[config.mk]
export PLATFORM = sky130hd
export DESIGN_NAME = sel_encode_arbiter
export DESIGN_NICKNAME = d
export VERILOG_FILES = /design/src/rtl/sel_encode_arbiter.sv
export SDC_FILE = /design/constraint.sdc
export NUM_CORES = 1
export LEC_CHECK = 0
export CAP_MARGIN = 15
export CORE_MARGIN = 2
export CORE_UTILIZATION = 50
export CTS_BUF_LIST = sky130_fd_sc_hd__clkbuf_8
export DETAILED_ROUTE_END_ITERATION = 16
export PLACE_DENSITY = 0.74
export SLEW_MARGIN = 25
export SYNTH_ARGS = -nofsm -noshare
export SYNTH_HDL_FRONTEND = slang
export SYNTH_SLANG_ARGS = --single-unit
[constraint.sdc]
create_clock -name i_clk -period 4.09 [get_ports i_clk]
set_clock_uncertainty 0.2 [all_clocks]
set_input_delay 0.818 -clock i_clk [delete_from_list [all_inputs] [get_ports i_clk]]
set_output_delay 0.818 -clock i_clk [all_outputs]
set_load 0.03 [all_outputs]
[src/rtl/sel_encode_arbiter.sv]
// Round-robin arbiter for the 8 word-line requests of the 8x8 array.
// Produces a registered 3-bit row address plus valid, held for a fixed window and followed by a one-cycle gap.
module sel_encode_arbiter #(
  parameter int ACCESS_CYCLES = 2,
  parameter int CNT_W         = 4
) (
  input  logic       i_clk,
  input  logic       i_rst_n,
  input  logic       i_en,
  input  logic [7:0] i_req,
  output logic       o_adr0,
  output logic       o_adr1,
  output logic       o_adr2,
  output logic       o_valid,
  output logic [7:0] o_grant,
  output logic       o_done,
  output logic [1:0] dbgState
);

  // Handshake: none. o_valid qualifies {o_adr2,o_adr1,o_adr0} and o_grant for
  // the decoder; the decoder cannot stall, so there is no ready.

  typedef enum logic [1:0] {
    IDLE   = 2'd0,
    ACCESS = 2'd1,
    GAP    = 2'd2
  } state_t;

  // A zero-length window is meaningless, so it is clamped to one cycle.
  localparam int              ACC_EFF  = (ACCESS_CYCLES < 1) ? 1 : ACCESS_CYCLES;
  localparam logic [CNT_W-1:0] CNT_LOAD = CNT_W'(ACC_EFF - 1);

  state_t          state;
  logic [CNT_W-1:0] cnt;
  logic [2:0]      lastPtr;
  logic [2:0]      adr;
  logic            winFound;
  logic [2:0]      winIdx;
  logic            arbGo;

  // Search upward from the slot after the last winner; the 3-bit sum wraps 7->0.
  always_comb begin
    winFound = 1'b0;
    winIdx   = 3'd0;
    for (int i = 1; i <= 8; i++) begin
      if (!winFound && i_req[lastPtr + 3'(i)]) begin
        winFound = 1'b1;
        winIdx   = lastPtr + 3'(i);
      end
    end
  end

  assign arbGo = i_en && winFound;

  always_ff @(posedge i_clk or negedge i_rst_n) begin
    if (!i_rst_n) begin
      state   <= IDLE;
      cnt     <= '0;
      lastPtr <= 3'd7;
      adr     <= 3'd0;
      o_valid <= 1'b0;
      o_grant <= 8'd0;
      o_done  <= 1'b0;
    end else begin
      case (state)
        IDLE, GAP: begin
          if (arbGo) begin
            adr     <= winIdx;
            o_grant <= 8'(1) << winIdx;
            o_valid <= 1'b1;
            cnt     <= CNT_LOAD;
            o_done  <= (CNT_LOAD == '0);
            state   <= ACCESS;
          end else begin
            o_valid <= 1'b0;
            o_grant <= 8'd0;
            o_done  <= 1'b0;
            state   <= IDLE;
          end
        end
        ACCESS: begin
          if (cnt == '0) begin
            o_valid <= 1'b0;
            o_grant <= 8'd0;
            o_done  <= 1'b0;
            lastPtr <= adr;
            state   <= GAP;
          end else begin
            cnt    <= cnt - CNT_W'(1);
            o_done <= (cnt == CNT_W'(1));
          end
        end
        default: begin
          o_valid <= 1'b0;
          o_grant <= 8'd0;
          o_done  <= 1'b0;
          state   <= IDLE;
        end
      endcase
    end
  end

  assign o_adr0   = adr[0];
  assign o_adr1   = adr[1];
  assign o_adr2   = adr[2];
  assign dbgState = state;

endmodule

Yosys cells after proc, flatten, opt, wreduce, memory -nomap -nowiden:

Cells that the tools add are included.
W data, S select, Z words.

* register bits after elaboration: 22
* RAM bits: 0
* latch bits: 0
* input bits: 11
* memories: 0
* word-level logic and storage cells: 98
* bits in read-only memories: 0

* order comparisons: 8
* div/mod/pow operators: 0
* reduce and logical (&&, ||, !) cells: 22
* bitwise operators: 0
* shift-type cells: 1
* add/subtract/negate cells: 8
* multipliers: 0
* muxes and demuxes: 46
* equality and inequality tests: 6

Operators by type and width (count)
* $lt A3 B4 Y1 const B: 8
* $bmux W1 S3: 8
* $mux W3: 8
* $mux W1: 21
* $mux W8: 2
* $pmux W8 S2: 1
* $add A3 B3 Y3 const B: 4
* $logic_and A1 B1 Y1: 8
* $mux W4: 2
* $pmux W4 S2: 1
* $shl A1 B3 Y8 const A: 1
* $logic_not A1 Y1: 7
* $add A3 B2 Y3 const B: 2
* $ne A2 B2 Y1 const B: 3
* $eq A4 B1 Y1 const B: 1
* $logic_not A4 Y1: 1
* $pmux W2 S2: 1
* $reduce_and A2 Y1: 2
* $sub A4 B1 Y4 const B: 1
* $add A3 B1 Y3 const B: 1
* $reduce_and A3 Y1: 1
* $eq A2 B1 Y1 const B: 1
* $eq A2 B2 Y1 const B: 1
* $logic_not A2 Y1: 1
* other kinds (4): 4

Logic depth before layout (Yosys ltp):

Gate-level depths: netlist of the first run.

* word-level depth: 28
* mapped depth: 13
* mapped depth without buffers: 9

Least setup slack after synthesis of the first run:

No wires, ideal clock.

* path kind: reg-to-reg
* start point: register lastPtr[1]
* end point: register adr[1]
* library setup time: 0.125 ns
* slack: 0.425 ns
* path buffers: 3
* clock period less this slack: 3.665 ns
* required time: 3.765 ns
* data arrival time: 3.340 ns
* stages on the path, launching flop included: 13
* path through: dfstp_2 -> buf_4 -> buf_2 -> inv_1 -> ha_1 -> buf_6 -> mux2_1 -> mux4_2 -> o21ai_0 -> a21boi_1 -> o211a_2 -> o32a_4 -> mux2_4

* word-level cells in the longest chain between the ends: 27

RTL lines
* start, declared: RTL line 35 `logic [2:0] lastPtr;`
* start signal, assigned: RTL line 86 `lastPtr <= adr;`
* $add A3 B1 Y3: RTL line 46, 48
* $bmux W1 S3: RTL line 46 `if (!winFound && i_req[lastPtr + 3'(i)]) begin`
* $mux W1 (not written as such): RTL line 46
* $mux W1: RTL line 46
* $logic_not A1 Y1: RTL line 46
* $logic_and A1 B1 Y1: RTL line 46
* $mux W1: RTL line 46
* $logic_not A1 Y1: RTL line 46
* (+11 left out)
* $logic_not A1 Y1: RTL line 46
* $logic_and A1 B1 Y1: RTL line 46
* $mux W1: RTL line 46
* $logic_not A1 Y1: RTL line 46
* $logic_and A1 B1 Y1: RTL line 46
* $mux W1: RTL line 46
* $logic_and A1 B1 Y1: RTL line 53 `assign arbGo = i_en && winFound;`
* $reduce_and A2 Y1 (no line)
* end signal, assigned: RTL line 68 `adr <= winIdx;`
* end, declared: RTL line 36 `logic [2:0] adr;`

Several ways; a longest one is shown, not always the timed one. The select of a mux whose other input is x is not followed.
A chain may end at the register's enable or synchronous reset.

Worst setup path in the final report of the first run:

Ends and elaborated chain as after synthesis.

==> results of run 1 <==
## critical path, stage by stage, from the launching register on
cell      delay (ns)
dfstp_2         0.53
inv_1           0.06
ha_1            0.58
mux2_1          0.36
mux4_2          0.48
o21ai_0         0.16
a21boi_1        0.13
o211a_2         0.30
o32a_4          0.41
mux2_4          0.26
## state kept, by name, indices dropped and copies added, names as in the netlist
signal	count
cnt	4
o_valid	1
lastPtr	3
dbgState	2
o_grant	8
o_done	1
adr	3
## cell usage after synthesis, drive strengths merged (3+ instances only)
master	instances	area, µm²
a21oi	9	45.0
a32o	4	40.0
buf	8	63.8
dfrtp	19	475
dfstp	3	78.8
ha	4	50.1
inv	8	30.0
mux2	15	180
mux2i	11	126
mux4	9	203
nand2	23	86.3
nand2b	7	43.8
nand3	3	15.0
nor2	9	33.8
nor3	4	20.0
o211ai	5	42.5
o21ai	6	30.0
xor2	5	43.8
## cell families (layout without fill, tap and decap cells)
family | count (synthesis) | in the layout
flops | 22 | 22
buf+inv | 18 | 42
mux | 35 | 35
compound gates | 48 | 48
simple gates | 60 | 60
xor+xnor | 6 | 6
fa+ha+maj | 4 | 4
## path summary, 6_finish.rpt
check / to / slack, ns / cells after the start
min in group asynchronous: o_valid$_DFFE_PN0P_ / 0.30 / 1
max in group asynchronous: lastPtr[0]$_DFFE_PN1P_ / 3.04 / 1
min: o_grant[4]$_DFFE_PN0P_ / 0.29 / 2
max: adr[1]$_DFFE_PN0P_ / 0.52 / 9
min reg2reg: o_grant[4]$_DFFE_PN0P_ / 0.29 / 2
max reg2reg: adr[1]$_DFFE_PN0P_ / 0.52 / 9
## metrics by stage
step / cell area (µm²) / hold WS (ns) / cells / setup WS, ns
after floorplan: 1960 / 0.295 / 193 / 0.425
after global placement: 2240 / 0.268 / 261 / 0.361
after detailed placement: 2240 / 0.275 / 261 / 0.321
after CTS: 2310 / 0.294 / 265 / 0.544
after global routing: 2300 / 0.314 / 265 / 0.405
final: 2300 / 0.288 / 265 / 0.515
## layout make-up
cell class	count	area (µm²)	share of cell area
multi-input combinational	153	1300	0.566
clock inverter	1	30.0	0.0130
sequential	22	554	0.241
inverter	8	30.0	0.0130
tap	48	60.1	0.0261
clock buffer	3	41.3	0.0179
timing repair buffer	30	283	0.123
## layer usage
| metal | vias up | share of wire |
|---|---|---|
| met5 | - | 0 |
| met4 | 0 | 0.015 |
| met3 | 8 | 0.050 |
| met2 | 59 | 0.51 |
| met1 | 829 | 0.42 |
| li1 | 782 | - |
==> summary.txt, run 1 <==
Synth
  – Compound-Gate Fraction of Synth Area: 0.195
  – Asr flop ratio synth: 1.00
  – Proportion of synthesized area in mux cells: 0.260
  – Cell count after synthesis: 193
  – Syn nets: 208
  – Number of flops mapped to enable cells by yosys: 0
  – Post-Synth Adder-Cell Area: 0.0255
  – FF+latch count, synth: 22
  – Xor and xnor fraction of the mapped netlist area: 0.0268
  – Post-synth top flop: dfrtp_1
  – Ys Warns: 0
  – Simple-gate area share of the yosys netlist: 0.158
  – Synthesized area per cell: 10.2 µm²
  – Cell Area, Synth: 1960 µm²
  – Largest family of logic cells by synthesized area: multiplexers
  – Sequential share of the synthesized area: 0.283
  – Synth cell types: 60

Cells and area
  – Layout cells sized above 1: 0.203
  – Fillers: 310
  – Antenna fix cells: 0
  – Area added between synthesis and finish: 17.5%
  – Commonest cells after routing, fill and taps aside: clkdlybuf4s50_1, nand2_1, dfrtp_1
  – Commonest non-fill, non-tap cell in the layout: clkdlybuf4s50_1
  – # nets final: 233
  – Util after Layout: 0.620

Global route
  – GR Layer Usage met2: 0.380
  – Gr ovfl total: 0
  – Met1 global-route usage: 0.287
  – Layer with the highest usage: met2
  – Met3 Resource Use GR: 0.0321
  – Initial antenna violation count: 0
  – Largest net degree at the start of global routing: 23
  – Vias in the first global route: 1696
  – First-pass GRT wire length: 7680 µm
  – GRT Resource Usage Total: 0.221

Route
  – Detailed-route via count: 1678
  – Antenna viol nets, final: 0
  – Detailed Route Iter0 Violations: 146
  – Number of remaining DRC errors: 0
  – WL/cell: 17.1 µm
  – Pre-antenna DRT Iters: 4
  – Vias per Instance: 6.33
  – Final wirelength: 4540 µm

Clocking
  – Clk slew on worst S/H paths: 0.08 ns
  – Total clock sinks: 22
  – Cts hold-fix bufs: 0
  – H-tree Lvls: 1
  – Clock root buffer: clkbuf_8
  – Clk Latency, worst-skew pair: 0.26 ns
  – Post-CTS resize count: 0
  – Number of CTS-inserted buffers: 3
  – CTS tree: done
  – Setup Buffers After CTS: 0
  – Clock Tree Buf Depth: 2

Worst setup path
  – Top fanout value on the critical path: 12
  – Startpoint Class: register
  – Worst Path Required: 4.04 ns
  – CP Data Arrival Time: 3.52 ns
  – Critical path class: reg2reg
  – Crit end category: register
  – CP startpoint: lastPtr[1]$_DFFE_PN1P_
  – Worst R2R Start: lastPtr[1]$_DFFE_PN1P_

STA
  – Setup-failing EPs final: 0
  – Fmax: 0.280 GHz
  – Max Slew Vio Count: 0
  – RSZ-0062 raised after global routing: false
  – Endpoints failing hold: 0
  – TNS Setup: 0 ns
  – Max-slew headroom: 0.642
  – Min Tclk post-route: 3.57 ns
  – Least-Margin Pin Slew: 0.537 ns
  – Final worst-path cycle share: 0.874

Floorplan
  – # rows: 22
  – DIE AREA: 4440 µm²
  – Starting Density: 0.527
  – Core Box Area: 3720 µm²
  – IO Pins: 26
  – Chip width: 66.6 µm
  – Die Y: 66.6 µm

Flow run
  – MaxCap Viol Count: 0

Placement
  – I/O Buffers: 25
  – DP Wirelength: 3450 µm
  – Gpl congestion: 0.884

Worst hold path
  – Beginning of the worst hold path: o_grant[4]$_DFFE_PN0P_
  – Min-delay worst type: reg2reg

Run status
  – Status: finished, final reports clean
Power of run 1 is not shown: default switching activity piles up to over one toggle a cycle in this logic, so the estimate is an artifact.
==> inputs of run 2 (changes only) <==
CAP_MARGIN = 20   (was 15)
SLEW_MARGIN = not set   (was 25)
==> run 2 against run 1 <==
  * Flip-flop and latch count did not move
  * First-iteration DRC count down 8.2%
  * Non-clock buffer count unchanged
  * Critical path type unchanged
  * Highest routed layer unchanged
  * Sequential share of layout area is 0.052 points lower
==> summary.txt, run 2 (synthesis results as in run 1) <==
Run status
  – Status: finished, final reports clean

Worst setup path
  – Crit end category: register
  – Reg-to-reg critical path endpoint: adr[1]$_DFFE_PN0P_
  – Startpoint Class: register
  – Worst reg-to-reg path cell count: 9
  – R2r setup slk: 0.52 ns
  – CP Data Arrival Time: 3.52 ns
  – Top fanout value on the critical path: 12
  – Critical path class: reg2reg
  – CP startpoint: lastPtr[1]$_DFFE_PN1P_
  – Worst Path Required: 4.04 ns
  – Worst R2R Start: lastPtr[1]$_DFFE_PN1P_

Cells and area
  – Max reg flops: 8
  – Most flops, register: o_grant
  – Area added between synthesis and finish: 17.8%
  – Biggest regs: o_grant (8), cnt (4)
  – Commonest cells after routing, fill and taps aside: clkdlybuf4s50_1, nand2_1, dfrtp_1
  – Layout cells sized above 1: 0.198
  – Commonest non-fill, non-tap cell in the layout: clkdlybuf4s50_1
  – Antenna fix cells: 0
  – # nets final: 233
  – Final instance count without filler cells: 265

Worst hold path
  – Beginning of the worst hold path: o_grant[4]$_DFFE_PN0P_
  – WHS Endpoint: o_grant[4]$_DFFE_PN0P_
  – WHS Path Cells: 2
  – Min-delay worst type: reg2reg

Global route
  – Largest net degree at the start of global routing: 23
  – First-pass GRT wire length: 7680 µm
  – Vias in the first global route: 1696
  – Gr ovfl total: 0
  – GRT Resource Usage Total: 0.221
  – Initial antenna violation count: 0

Clocking
  – Clock root buffer: clkbuf_8
  – H-tree Lvls: 1
  – Setup Buffers After CTS: 0
  – Post-CTS resize count: 0
  – Total clock sinks: 22
  – CTS tree: done
  – Clk slew on worst S/H paths: 0.08 ns
  – Clk Latency, worst-skew pair: 0.26 ns
  – Clock Tree Buf Depth: 2
  – Cts hold-fix bufs: 0
  – Number of CTS-inserted buffers: 3

STA
  – Least-Margin Pin Slew: 0.916 ns
  – TNS Setup: 0 ns
  – Setup-failing EPs final: 0
  – Final worst-path cycle share: 0.873
  – Min Tclk post-route: 3.57 ns
  – Max-slew headroom: 0.387
  – Fmax: 0.280 GHz
  – Max Slew Vio Count: 0
  – Setup ws final: 0.518 ns
  – RSZ-0062 raised after global routing: false
  – Endpoints failing hold: 0

Floorplan
  – Core Box Area: 3720 µm²
  – Chip width: 66.6 µm
  – DIE AREA: 4440 µm²
  – Die Y: 66.6 µm
  – IO Pins: 26
  – Starting Density: 0.527
  – # rows: 22

Placement
  – Pre-CTS WS: 0.321 ns
  – DP Wirelength: 3450 µm
  – Placed cells: 261
  – I/O Buffers: 25
  – Gpl congestion: 0.884

Route
  – Number of remaining DRC errors: 0
  – Detailed Route Iter0 Violations: 134
  – Detailed-route via count: 1688
  – WL/cell: 17.2 µm
  – Vias per Instance: 6.37
  – Pre-antenna DRT Iters: 4
  – Antenna viol nets, final: 0
  – Final wirelength: 4550 µm

Flow run
  – MaxCap Viol Count: 0
-- run 2: changes by cell type in the layout (fill, tap and decap cells not counted), sizes merged --
cell	previous run	this run
clkdlybuf4s50	24	25
buf	6	5
-- run 2: per-stage QoR --
stage	util	hold slack, ns	area (µm²)
finish	0.621	0.288	2310
global route	0.621	0.314	2310
CTS	0.621	0.294	2310
detailed placement	0.602	0.275	2240
global placement	0.602	0.268	2240
floorplan	-	0.295	1960
-- run 2: layout make-up --
| type | count | area, µm² |
|---|---|---|
| fill | 310 | 1410 |
| multi-input combinational | 153 | 1300 |
| sequential | 22 | 554 |
| timing repair buffer | 30 | 288 |
| tap | 48 | 60.1 |
| clock buffer | 3 | 41.3 |
| clock inverter | 1 | 30.0 |
| inverter | 8 | 30.0 |
-- run 2: worst max path at each step --
stage                                        end  slack [ns]  depth (start not counted)
after floorplan               adr[1]$_DFFE_PN0P_        0.42                         12
after global placement        adr[1]$_DFFE_PN0P_        0.36                          8
after detailed placement  o_grant[3]$_DFFE_PN0P_        0.32                          8
after CTS                     adr[1]$_DFFE_PN0P_        0.54                          9
after global routing      o_grant[3]$_DFFE_PN0P_        0.40                          8
final                         adr[1]$_DFFE_PN0P_        0.52                          9
-- run 2: routing by layer --
metal / global-route usage / vias up / wire, µm
met3: 0.0321 / 6 / 243
met5: 0 / - / 0
li1: - / 783 / -
met2: 0.380 / 61 / 2340
met1: 0.287 / 838 / 1910
met4: 0.0689 / 0 / 59
-- run 2: worst max-delay path, stage by stage, from the launching register on --
cell,delay [ns]
dfstp_2,0.53
inv_1,0.06
ha_1,0.58
mux2_1,0.36
mux4_2,0.48
o21ai_0,0.15
a21boi_1,0.13
o211a_2,0.30
o32a_4,0.41
mux2_4,0.26
Power of run 2 is left out for the same reason.
==> inputs of run 3 (changes only) <==
CORE_ASPECT_RATIO = 1.75   (was not set)
CORE_UTILIZATION = 40   (was 50)
PLACE_DENSITY = not set   (was 0.74)
clock period = 3.1 ns   (was 4.09 ns; I/O delays follow)
==> run 3 against run 2 <==
  * The flow now finishes with violations (setup timing)
  * Setup slack got worse by 0.56 ns
  * Sequential share of layout area is 3.2 points lower
  * Critical path depth is 1 higher
  * Flip-flop and latch count stayed put
  * Final cell count rose by 16%
  * Design area is 15% higher
  * Register-to-register slack got worse by 0.54 ns
  * Die area is 24% higher
==> summary.txt, run 3 (synthesis results as in run 1) <==
Floorplan
  – # rows: 33
  – IO Pins: 26
  – Core Box Area: 4710 µm²
  – Die Y: 96.6 µm
  – Starting Density: 0.416
  – DIE AREA: 5500 µm²
  – Chip width: 56.9 µm

STA
  – RSZ-0062 raised after global routing: true
  – Fin Hold WS: 0.290 ns
  – Max Slew Vio Count: 0
  – Least-Margin Pin Slew: 0.866 ns
  – Fmax: 0.318 GHz
  – Max-slew headroom: 0.421
  – Final worst-path cycle share: 1.01
  – Setup-failing EPs final: 5
  – Endpoints failing hold: 0
  – Min Tclk post-route: 3.14 ns
  – Setup ws final: -0.0403 ns

Placement
  – Area post-placement: 2560 µm²
  – DP Wirelength: 4450 µm
  – I/O Buffers: 25
  – Placed cells: 300
  – Gpl congestion: 0.966

Clocking
  – Total clock sinks: 22
  – Clk slew on worst S/H paths: 0.07 ns
  – Clock root buffer: clkbuf_8
  – Number of CTS-inserted buffers: 3
  – Clk Latency, worst-skew pair: 0.25 ns
  – Clock Tree Buf Depth: 2
  – Cts hold-fix bufs: 0
  – CTS tree: done
  – H-tree Lvls: 1

Cells and area
  – Antenna fix cells: 0
  – Commonest non-fill, non-tap cell in the layout: buf_4
  – Commonest cells after routing, fill and taps aside: buf_4, nand2_1, dfrtp_1
  – Biggest regs: o_grant (8), cnt (4)
  – Util after Layout: 0.565
  – Layout cells sized above 1: 0.379
  – Fin area: 2660 µm²
  – Final instance count without filler cells: 308
  – Most flops, register: o_grant
  – Fillers: 421
  – Area added between synthesis and finish: 35.8%
  – Max reg flops: 8
  – # nets final: 272

Route
  – Pre-antenna DRT Iters: 4
  – Detailed-route via count: 1823
  – WL/cell: 18.1 µm
  – Final wirelength: 5560 µm
  – Vias per Instance: 5.92
  – Number of remaining DRC errors: 0
  – Antenna viol nets, final: 0
  – Detailed Route Iter0 Violations: 69

Worst hold path
  – Min-delay worst type: reg2reg

Flow run
  – MaxCap Viol Count: 0

Worst setup path
  – Worst R2R Start: lastPtr[1]$_DFFE_PN1P_
  – Worst reg-to-reg path cell count: 9
  – Critical path, cell by cell: clkdlybuf4s50_1 > buf_4 > mux2i_1 > and4_1 > a211oi_1 > buf_4 > or3_1 > mux2_1 > o32a_4 > mux2_4
  – Crit end category: register
  – Crit path top cell by count: buf_4
  – Critical path class: in2reg
  – Startpoint Class: input port
  – CP max-delay cell: clkdlybuf4s50_1
  – CP peak stage delay: 0.53 ns
  – Crit path buf inv count: 3
  – CP startpoint: i_req[7]
  – CP Data Arrival Time: 3.08 ns
  – WP depth: 10
  – Worst Path Required: 3.04 ns
  – Reg-to-reg critical path endpoint: adr[1]$_DFFE_PN0P_
  – Setup crit end: adr[1]$_DFFE_PN0P_
  – Top fanout value on the critical path: 7
  – R2r setup slk: -0.02 ns
  – CP delay by family, top: buffers and inverters

Global route
  – Gr ovfl total: 0
  – Vias in the first global route: 1909
  – First-pass GRT wire length: 9130 µm
  – GRT Resource Usage Total: 0.213
  – Initial antenna violation count: 0
  – Largest net degree at the start of global routing: 21

Run status
  – Status: finished, violations left
  – Failing checks: setup timing
run 3: cell types whose count changed in the layout (fill, tap and decap cells not counted), moves of 3 or more:
cell             previous run  this run
mux2_4                      3         6
clkdlybuf4s50_1            25        18
mux2_1                      4         1
buf_4                       5        42
dlymetal6s2s_1              0         3
dlygate4sd2_1               0         4
run 3: area by class of cell:
type                    instances  area, µm²  share of cell area
flip-flops and latches         22        554               0.208
repair buffers                 69        591               0.222
inverters                       8       32.5              0.0122
clock inverters                 1       3.75             0.00141
well taps                      52       65.1              0.0244
multi-input cells             153       1370               0.516
clock buffers                   3       41.3              0.0155
run 3: tightest hold or removal path, delay by kind of cell (launching register included):
family | cells | cell delay (ns)
simple gates | 1 | 0.05
flops | 1 | 0.34
compound gates | 1 | 0.06
run 3: what timing repair did:
item	in CTS	in global routing
setup buffers	3	1
pin swaps	7	5
gates resized for setup	9	6
endpoints found under the setup margin	10	12
run 3: how the worst min path moves through the flow:
stage,start,endpoint,slack (ns),cells past startpoint
floorplan,i_rst_n,adr[0]$_DFFE_PN0P_,0.12,0
detailed placement,o_grant[4]$_DFFE_PN0P_,o_grant[4]$_DFFE_PN0P_,0.28,2
global placement,o_valid$_DFFE_PN0P_,o_valid$_DFFE_PN0P_,0.26,2
global route,o_grant[5]$_DFFE_PN0P_,o_grant[5]$_DFFE_PN0P_,0.34,1
finish,o_grant[4]$_DFFE_PN0P_,o_grant[4]$_DFFE_PN0P_,0.29,2
CTS,o_grant[4]$_DFFE_PN0P_,o_grant[4]$_DFFE_PN0P_,0.30,2
run 3: per-layer routing:
layer	track usage	part of all wire	up-vias
met3	0.0173	0.031	10
met2	0.435	0.58	39
met4	0.0833	0.028	0
met1	0.216	0.37	913
li1	-	-	861
met5	0	0	-
run 3: stage by stage:
step	setup WS (ns)	TNS, ns
4_1_cts	-0.0445	-0.176
3_5_place_dp	-0.365	-3.91
3_3_place_gp	-0.348	-3.97
6_report	-0.0403	-0.120
5_1_grt	-0.120	-0.976
2_1_floorplan	-0.297	-1.66
Power of run 3 is left out for the same reason.
